`config.mk`:
```
export PLATFORM = sky130hd
export DESIGN_NAME = mem_arbiter_flat
export DESIGN_NICKNAME = d
export VERILOG_FILES = /design/src/rtl/mem_arbiter_if.sv /design/src/rtl/mem_arbiter.sv /design/src/flat_wrapper.sv
export SDC_FILE = /design/constraint.sdc
export NUM_CORES = 1
export LEC_CHECK = 0
export ABC_CLOCK_PERIOD_IN_PS = 3800
export CAP_MARGIN = 10
export CORE_MARGIN = 2
export CORE_UTILIZATION = 41
export DETAILED_ROUTE_END_ITERATION = 12
export GPL_TIMING_DRIVEN = 0
export PLACE_DENSITY = 0.86
export SLEW_MARGIN = 20
export SYNTH_ARGS = -nofsm -noshare
export SYNTH_HDL_FRONTEND = slang
export SYNTH_SLANG_ARGS = --single-unit
```
`constraint.sdc`:
```
create_clock -name clk -period 3.8 [get_ports clk]
set_input_delay 0.76 -clock clk [delete_from_list [all_inputs] [get_ports clk]]
set_output_delay 0.76 -clock clk [all_outputs]
set_load 0.05 [all_outputs]
```
`src/rtl/mem_arbiter_if.sv`:
```
// mem_arbiter_if: requester, status and memory signals of the arbiter.
// slave = arbiter side, master = requesters/memory/bench side.
interface mem_arbiter_if #(
  parameter int ADDR_W = 32,
  parameter int DATA_W = 32
);
  logic              cpu_req;
  logic              cpu_we;
  logic [ADDR_W-1:0] cpu_addr;
  logic [DATA_W-1:0] cpu_wdata;
  logic              cpu_ack;
  logic              dbg_req;
  logic              dbg_we;
  logic [ADDR_W-1:0] dbg_addr;
  logic [DATA_W-1:0] dbg_wdata;
  logic              dbg_ack;
  logic [DATA_W-1:0] rdata;
  logic              busy;
  logic              owner;
  logic              mem_en;
  logic              mem_we;
  logic [ADDR_W-1:0] mem_addr;
  logic [DATA_W-1:0] mem_wdata;
  logic [DATA_W-1:0] mem_rdata;

  modport slave (
    input  cpu_req, cpu_we, cpu_addr, cpu_wdata,
    input  dbg_req, dbg_we, dbg_addr, dbg_wdata,
    input  mem_rdata,
    output cpu_ack, dbg_ack, rdata, busy, owner,
    output mem_en, mem_we, mem_addr, mem_wdata
  );

  modport master (
    output cpu_req, cpu_we, cpu_addr, cpu_wdata,
    output dbg_req, dbg_we, dbg_addr, dbg_wdata,
    output mem_rdata,
    input  cpu_ack, dbg_ack, rdata, busy, owner,
    input  mem_en, mem_we, mem_addr, mem_wdata
  );
endinterface

```
`src/rtl/mem_arbiter.sv`:
```
// mem_arbiter: two-port (cpu/dbg) arbiter onto one sync-read memory.
// Ports: clk, rst (sync, active-high), bus (mem_arbiter_if.slave).
// Macro MEM_ARBITER_FIXED_PRIO_EN: cpu always wins ties.
module mem_arbiter #(
  parameter int ADDR_W      = 32,
  parameter int DATA_W      = 32,
  parameter int WAIT_STATES = 0
) (
  input logic          clk,
  input logic          rst,
  mem_arbiter_if.slave bus
);

  typedef enum logic [1:0] {
    S_IDLE,
    S_ACCESS,
    S_WAIT,
    S_RESP
  } state_t;

  localparam logic [3:0] WS = 4'(WAIT_STATES);

  state_t            r_state;
  state_t            w_next;
  logic              r_owner;
  logic              r_we;
  logic [ADDR_W-1:0] r_addr;
  logic [DATA_W-1:0] r_wdata;
  logic [DATA_W-1:0] r_rdata;
  logic [3:0]        r_cnt;
`ifndef MEM_ARBITER_FIXED_PRIO_EN
  logic              r_last;
`endif

  logic              w_any;
  logic              w_both;
  logic              w_win;
  logic              w_grant;
  logic              w_mem_en;
  logic              w_busy;
  logic              w_resp;

  // Winner select: a lone requester wins; ties are broken
  // either by round-robin or by fixed cpu priority.
  always_comb begin
    w_any  = bus.cpu_req | bus.dbg_req;
    w_both = bus.cpu_req & bus.dbg_req;
    w_win  = 1'b0;
    unique case (1'b1)
      w_both: begin
`ifdef MEM_ARBITER_FIXED_PRIO_EN
        w_win = 1'b0;
`else
        w_win = ~r_last;
`endif
      end
      (bus.dbg_req & ~bus.cpu_req): w_win = 1'b1;
      default: w_win = 1'b0;
    endcase
  end

  always_comb begin
    w_next   = r_state;
    w_grant  = 1'b0;
    w_mem_en = 1'b0;
    w_busy   = 1'b1;
    w_resp   = 1'b0;
    case (r_state)
      S_IDLE: begin
        w_busy = 1'b0;
        if (w_any) begin
          w_grant = 1'b1;
          w_next  = S_ACCESS;
        end
      end
      S_ACCESS: begin
        w_mem_en = 1'b1;
        w_next   = (WS == 4'd0) ? S_RESP : S_WAIT;
      end
      S_WAIT: begin
        if (r_cnt <= 4'd1)
          w_next = S_RESP;
      end
      S_RESP: begin
        w_resp = 1'b1;
        w_next = S_IDLE;
      end
      default: begin
        w_busy = 1'b0;
        w_next = S_IDLE;
      end
    endcase
  end

  always_ff @(posedge clk) begin
    if (rst) begin
      r_state <= S_IDLE;
      r_owner <= 1'b0;
      r_we    <= 1'b0;
      r_addr  <= '0;
      r_wdata <= '0;
      r_rdata <= '0;
      r_cnt   <= 4'd0;
    end else begin
      r_state <= w_next;
      if (w_grant) begin
        r_owner <= w_win;
        r_we    <= w_win ? bus.dbg_we : bus.cpu_we;
        r_addr  <= w_win ? bus.dbg_addr : bus.cpu_addr;
        r_wdata <= w_win ? bus.dbg_wdata : bus.cpu_wdata;
      end
      if (r_state == S_ACCESS)
        r_cnt <= WS;
      else if (r_state == S_WAIT)
        r_cnt <= r_cnt - 4'd1;
      if (r_state == S_RESP)
        r_rdata <= bus.mem_rdata;
    end
  end

`ifndef MEM_ARBITER_FIXED_PRIO_EN
  always_ff @(posedge clk) begin
    if (rst)
      r_last <= 1'b1;
    else if (w_grant)
      r_last <= w_win;
  end
`endif

  // The memory word only appears one edge after mem_en, so
  // during RESP the live read data is forwarded; the register
  // keeps it stable once the arbiter is back in IDLE.
  assign bus.rdata     = w_resp ? bus.mem_rdata : r_rdata;
  assign bus.cpu_ack   = w_resp & ~r_owner;
  assign bus.dbg_ack   = w_resp & r_owner;
  assign bus.busy      = w_busy;
  assign bus.owner     = r_owner;
  assign bus.mem_en    = w_mem_en;
  assign bus.mem_we    = w_mem_en & r_we;
  assign bus.mem_addr  = r_addr;
  assign bus.mem_wdata = r_wdata;

endmodule

```
`src/flat_wrapper.sv`:
```
// flat-port wrapper written by rule: the top's interface ports become plain ports
module mem_arbiter_flat 
#(
  parameter int ADDR_W      = 32,
  parameter int DATA_W      = 32,
  parameter int WAIT_STATES = 0
)
  (clk, rst, bus_cpu_req, bus_cpu_we, bus_cpu_addr, bus_cpu_wdata, bus_dbg_req, bus_dbg_we, bus_dbg_addr, bus_dbg_wdata, bus_mem_rdata, bus_cpu_ack, bus_dbg_ack, bus_rdata, bus_busy, bus_owner, bus_mem_en, bus_mem_we, bus_mem_addr, bus_mem_wdata);
  mem_arbiter_if #(.ADDR_W(ADDR_W), .DATA_W(DATA_W)) bus_i ();
  input logic clk;
  input logic rst;
  input wire logic [$bits(bus_i.cpu_req)-1:0] bus_cpu_req;
  input wire logic [$bits(bus_i.cpu_we)-1:0] bus_cpu_we;
  input wire logic [$bits(bus_i.cpu_addr)-1:0] bus_cpu_addr;
  input wire logic [$bits(bus_i.cpu_wdata)-1:0] bus_cpu_wdata;
  input wire logic [$bits(bus_i.dbg_req)-1:0] bus_dbg_req;
  input wire logic [$bits(bus_i.dbg_we)-1:0] bus_dbg_we;
  input wire logic [$bits(bus_i.dbg_addr)-1:0] bus_dbg_addr;
  input wire logic [$bits(bus_i.dbg_wdata)-1:0] bus_dbg_wdata;
  input wire logic [$bits(bus_i.mem_rdata)-1:0] bus_mem_rdata;
  output wire logic [$bits(bus_i.cpu_ack)-1:0] bus_cpu_ack;
  output wire logic [$bits(bus_i.dbg_ack)-1:0] bus_dbg_ack;
  output wire logic [$bits(bus_i.rdata)-1:0] bus_rdata;
  output wire logic [$bits(bus_i.busy)-1:0] bus_busy;
  output wire logic [$bits(bus_i.owner)-1:0] bus_owner;
  output wire logic [$bits(bus_i.mem_en)-1:0] bus_mem_en;
  output wire logic [$bits(bus_i.mem_we)-1:0] bus_mem_we;
  output wire logic [$bits(bus_i.mem_addr)-1:0] bus_mem_addr;
  output wire logic [$bits(bus_i.mem_wdata)-1:0] bus_mem_wdata;
  assign bus_i.cpu_req = bus_cpu_req;
  assign bus_i.cpu_we = bus_cpu_we;
  assign bus_i.cpu_addr = bus_cpu_addr;
  assign bus_i.cpu_wdata = bus_cpu_wdata;
  assign bus_i.dbg_req = bus_dbg_req;
  assign bus_i.dbg_we = bus_dbg_we;
  assign bus_i.dbg_addr = bus_dbg_addr;
  assign bus_i.dbg_wdata = bus_dbg_wdata;
  assign bus_i.mem_rdata = bus_mem_rdata;
  assign bus_cpu_ack = bus_i.cpu_ack;
  assign bus_dbg_ack = bus_i.dbg_ack;
  assign bus_rdata = bus_i.rdata;
  assign bus_busy = bus_i.busy;
  assign bus_owner = bus_i.owner;
  assign bus_mem_en = bus_i.mem_en;
  assign bus_mem_we = bus_i.mem_we;
  assign bus_mem_addr = bus_i.mem_addr;
  assign bus_mem_wdata = bus_i.mem_wdata;
  mem_arbiter #(.ADDR_W(ADDR_W), .DATA_W(DATA_W), .WAIT_STATES(WAIT_STATES)) u_core (.clk(clk), .rst(rst), .bus(bus_i));
endmodule
```
* Word level (Yosys, flattened, before mapping)
Index checks and enable logic that the tools add are counted.
** Word-level totals
- Bits in registers :: 105
- Latch bits :: 0
- RAM bits :: 0
- Memory bits (read-only) :: 0
- Logic and storage cells :: 40
- Memories kept :: 0
** Operators by class
- Add/subtract/negate cells :: 1
- Multipliers :: 0
- Div/mod/pow operators :: 0
- Magnitude comparators :: 1
- Equal/unequal tests :: 5
- Shift operators :: 0
- Multiplexer cells :: 13
- Bitwise gates (word level) :: 9
- Reduce and logical (&&, ||, !) cells :: 3
** Operators with widths (count)
- $mux W32 :: 3
- $pmux W2 S4 :: 1
- $mux W1 :: 6
- $and A1 B1 Y1 :: 5
- $eq A2 B2 Y1 const B :: 2
- $le A4 B1 Y1 const B :: 1
- $mux W2 :: 2
- $ne A2 B1 Y1 const B :: 2
- $sub A4 B1 Y4 const B :: 1
- $not A1 Y1 :: 3
- $eq A2 B1 Y1 const B :: 1
- $logic_not A2 Y1 :: 1
- $pmux W1 S2 :: 1
- $reduce_and A2 Y1 :: 1
- $reduce_or A2 Y1 :: 1
- $or A1 B1 Y1 :: 1

* Depth between registers and ports, before layout
- Depth after elaboration :: 4
- Gate-level depth with buffers :: 8
- Mapped depth without buffers :: 6

* Least setup slack after synthesis
Ideal clock, no wire load.
- Path kind :: register to output
- Start :: register u_core.r_state[1]
- End :: output port bus_cpu_ack
- Data arrival time :: 1708 ps
- Data required time :: 3040 ps
- Path slack :: 1332 ps
- Cell stages (with the launch flop) :: 5
- Path buffers :: 2
- Cells stage by stage :: dfxtp_1 > ha_1 > clkbuf_1 > buf_2 > nor2b_1
** On the way
- Word-level cells in the longest chain between the ends :: 3
** Ends and longest elaborated chain
- start, declared :: RTL line mem_arbiter.sv:23 : state_t r_state;
- start signal, assigned :: RTL line mem_arbiter.sv:105 : r_state <= w_next;
- $eq A2 B2 Y1 :: RTL line mem_arbiter.sv:68 : case (r_state)
- $mux W1 :: RTL line mem_arbiter.sv:68
- $and A1 B1 Y1 :: RTL line mem_arbiter.sv:134 : assign bus.cpu_ack = w_resp & ~r_owner;
- end, declared :: RTL line flat_wrapper.sv:21 : output wire logic [$bits(bus_i.cpu_ack)-1:0] bus_cpu_ack;
No other way between the ends.

* Final worst setup path
- Start :: register u_core.r_state[0]
- End :: output port bus_rdata[29]
** On the way
- Word-level cells in the longest chain between the ends :: 3
** Ends and longest elaborated chain
- $eq A2 B2 Y1 :: RTL line mem_arbiter.sv:68
- $mux W1 :: RTL line mem_arbiter.sv:68
- $mux W32 :: RTL line mem_arbiter.sv:133 : assign bus.rdata = w_resp ? bus.mem_rdata : r_rdata;
- end, declared :: RTL line flat_wrapper.sv:23 : output wire logic [$bits(bus_i.rdata)-1:0] bus_rdata;
No other way between the ends.

==> results.sh <==
export IMPL_ys_top_cells_by_area="dfxtp_1 46%, mux2i_1 14%, a211oi_1 11%"
export IMPL_coreArea_mm2=0.0108
export IMPL_whs_path_depth=2
export IMPL_slew_limit_headroom_pct=59.9
export IMPL_power_density_mw_per_mm2=668
export IMPL_drt_wl_total_um=13900
export IMPL_area_growth_synth_to_final_pct=66.5
export IMPL_cp_arrival_ps=2610
export IMPL_critPathLaunchType="register"
export IMPL_clkTransAtPathRegs_ps=100
export IMPL_die_area_mm2=0.0120
export IMPL_clk_latency_ps=360
export IMPL_finalCriticalPeriod_ps=3370
export IMPL_postCtsHoldBufs=0
export IMPL_drtIter0Drc=117
export IMPL_ys_ff_latch=105
export IMPL_grtUsageMet2_pct=41.0
export IMPL_io_buffers=266
export IMPL_gr_usage_met3_pct=7.77
export IMPL_n_fill_cell=820
export IMPL_slowest_stage="clkdlybuf4s50_1"
export IMPL_cp_required_ps=3040
export IMPL_cp_cell_sequence="ha_1 -> clkbuf_1 -> buf_2 -> mux2_2 -> clkdlybuf4s50_1"
export IMPL_cts_made_buffers=9
export IMPL_die_h_um=110
export IMPL_drt_vias_per_instance=4.95
export IMPL_dr_pass1_iters=4
export IMPL_yosysSeqAreaShare_pct=46.1
export IMPL_grt_pass1_vias=4313
export IMPL_routabilityCongestion=0.747
export IMPL_cp_num_buf_inv=3
export IMPL_p_leak_uw=0.00290
export IMPL_synthDominantCellAreaShare_pct=46.1
export IMPL_cts_resized=0
export IMPL_cts_tree="done"
export IMPL_die_x_um=110
export IMPL_post_route_util_pct=70.1
export IMPL_setup_viol=0
export IMPL_p_switching_uw=2350
export IMPL_synth_nets=618
export IMPL_slew_viol_final=0
export IMPL_tightest_slew_ps=601
export IMPL_netlist_cell_type_count=28
export IMPL_cts_sinks=105
export IMPL_seqPwrFrac_pct=30.0
export IMPL_power_frac_comb_pct=56.7
export IMPL_n_antenna_cell=0
export IMPL_vias=4295
export IMPL_syn_area_mm2=0.00456
export IMPL_critPathMaxStageDelay_ps=720
export IMPL_finClkSkew_ps=16.0
export IMPL_grt_first_pass_wirelength_um=20600
export IMPL_grt_ovfl_total=0
export IMPL_grt_max_degree=19
export IMPL_clockBufferDepth=2
export IMPL_grt_busiest_layer="met2"
export IMPL_netSwitchingFraction_pct=46.2
export IMPL_initial_core_util_pct=42.1
export IMPL_netlist_instances=445
export IMPL_drive_above_1_share_pct=9.35
export IMPL_antenna_found_initial=0
export IMPL_antenna_left=0
export IMPL_worstSetupPathType="register to output pin"
export IMPL_rows=38
export IMPL_io_pins=268
export IMPL_yosys_area_top_type="dfxtp_1"
export IMPL_rsz0062_at_grt="false"
export IMPL_worst_setup_path_end_kind="output pin"
export IMPL_hp_class="register to register"
export IMPL_ys_warn_count=0
export IMPL_cts_htree_levels=3
export IMPL_grt_use_total_pct=22.1
export IMPL_syn_avg_cell_area_um2=10.3
export IMPL_rr_worst_depth=7
export IMPL_met1_usage_pct=23.1
export IMPL_tns_ps=0
export IMPL_period_share_pct=88.8
export IMPL_nets=895
export IMPL_clockPowerShare_pct=13.4
export IMPL_drv_cap=0
export IMPL_wl_per_cell_um=16.1
export IMPL_detailed_place_hpwl_um=11000
export IMPL_critPathTopFamily="buffers and inverters"
export IMPL_cts_root_buffer="clkbuf_8"
export IMPL_post_cts_buffers=0
export IMPL_crit_cells=5
export IMPL_power_internal_uw=2730
export IMPL_clock_fmax_mhz=296
export IMPL_irDropWorstVdd_v=0.000400
export IMPL_outcome="completed"
export IMPL_hold_viol_final=0
export IMPL_drc_errors=0
export IMPL_cp_max_fo=10
[worst min-delay path, cell delays in order (launching register included)]
cell      delay, ps
dfxtp_1         320
nor2_1           90
a211oi_1         50
[layout by cell type (no fill, tap or decap), types with 2 or more instances in the layout]
cell and count:
a211oi_1 65, a21oi_1 2, and2_1 2, buf_2 10
buf_4 2, buf_8 4, clkbuf_1 21, clkbuf_8 11
clkdlybuf4s50_1 266, dfxtp_1 105, ha_1 7, inv_1 5
inv_6 2, mux2_2 33, mux2i_1 66, nand2b_1 2
nor2_1 71, nor2b_1 34, nor3_1 3, xnor2_1 2
[metal layers]
metal	part of all wire, %	wire [µm]	up-vias
li1	-	-	2116
met3	11	1510	21
met1	37	5200	1970
met2	50	6990	188
met5	0	0	-
met4	1.7	242	0
[state kept, by name (all words and copies together), names as in the netlist]
name,flops
u_core.bus.mem_wdata,32
u_core.r_state,2
u_core.r_we,1
u_core.bus.owner,1
u_core.bus.mem_addr,32
u_core.r_last,1
u_core.r_cnt,4
u_core.r_rdata,32
[final timing paths]
| path | start | slack [ps] | end |
|---|---|---|---|
| max | u_core.r_state[0] | 430 | bus_rdata[29] |
| min | u_core.bus.mem_addr[2] | 500 | u_core.bus.mem_addr[2] |
| max reg2reg | u_core.r_state[0] | 1770 | u_core.bus.mem_addr[17] |
| min reg2reg | u_core.bus.mem_addr[2] | 500 | u_core.bus.mem_addr[2] |
[through the flow]
step | power [µW] | cells | setup slack (ps) | hold WS [ps] | instance area, µm²
3_3_place_gp | 4370 | 851 | 805 | 483 | 7400
5_1_grt | 5330 | 867 | 258 | 526 | 7600
3_5_place_dp | 4430 | 851 | 817 | 491 | 7400
4_1_cts | 5110 | 867 | 407 | 504 | 7600
6_report | 5080 | 867 | 427 | 503 | 7600
2_1_floorplan | 3430 | 445 | 1330 | 469 | 4560
[cells in the mapped netlist]
cell type  instances
a21boi_2           1
a21oi_1            2
buf_6              1
buf_2             10
mux2_2            33
a211oi_1          65
o21a_1             1
mux2i_1           66
and2_1             2
nand2_1            1
xnor2_1            2
nor4b_1            1
nor2b_1           34
inv_1              5
buf_4              2
xor2_1             1
or2_2              1
nand2b_1           2
nor2_1            71
nor3_1             3
o21ai_0            1
a2111oi_0          1
buf_8              4
a22oi_1            1
a31oi_1            1
ha_1               7
clkbuf_1          21
dfxtp_1          105
[kinds of logic after synthesis]
kind of cell / Yosys count / share of synthesized area (%)
mux: 99 / 22.6
compound gates: 73 / 11.9
xor+xnor: 3 / 0.576
flops: 105 / 46.1
buf+inv: 43 / 5.13
fa+ha+maj: 7 / 1.92
simple gates: 115 / 11.8
[power by group through the flow]
stage / clock network, µW / registers [µW] / logic, µW
after floorplan: 0 / 2240 / 1190
after global placement: 0 / 1530 / 2840
after detailed placement: 0 / 1550 / 2880
after CTS: 696 / 1520 / 2890
after global routing: 742 / 1550 / 3030
final: 679 / 1520 / 2880
[area by class of cell]
type | count | area (µm²) | share of cell area (%)
Timing Repair Buffer | 266 | 2660 | 35.0
Multi-Input combinational cell | 297 | 2230 | 29.3
Sequential cell | 105 | 2100 | 27.7
Buffer | 38 | 215 | 2.83
Tap cell | 140 | 175 | 2.31
Clock buffer | 11 | 151 | 1.99
Clock inverter | 5 | 45.0 | 0.593
Inverter | 5 | 18.8 | 0.247
No activity file was read; power rests on OpenSTA's default activity.
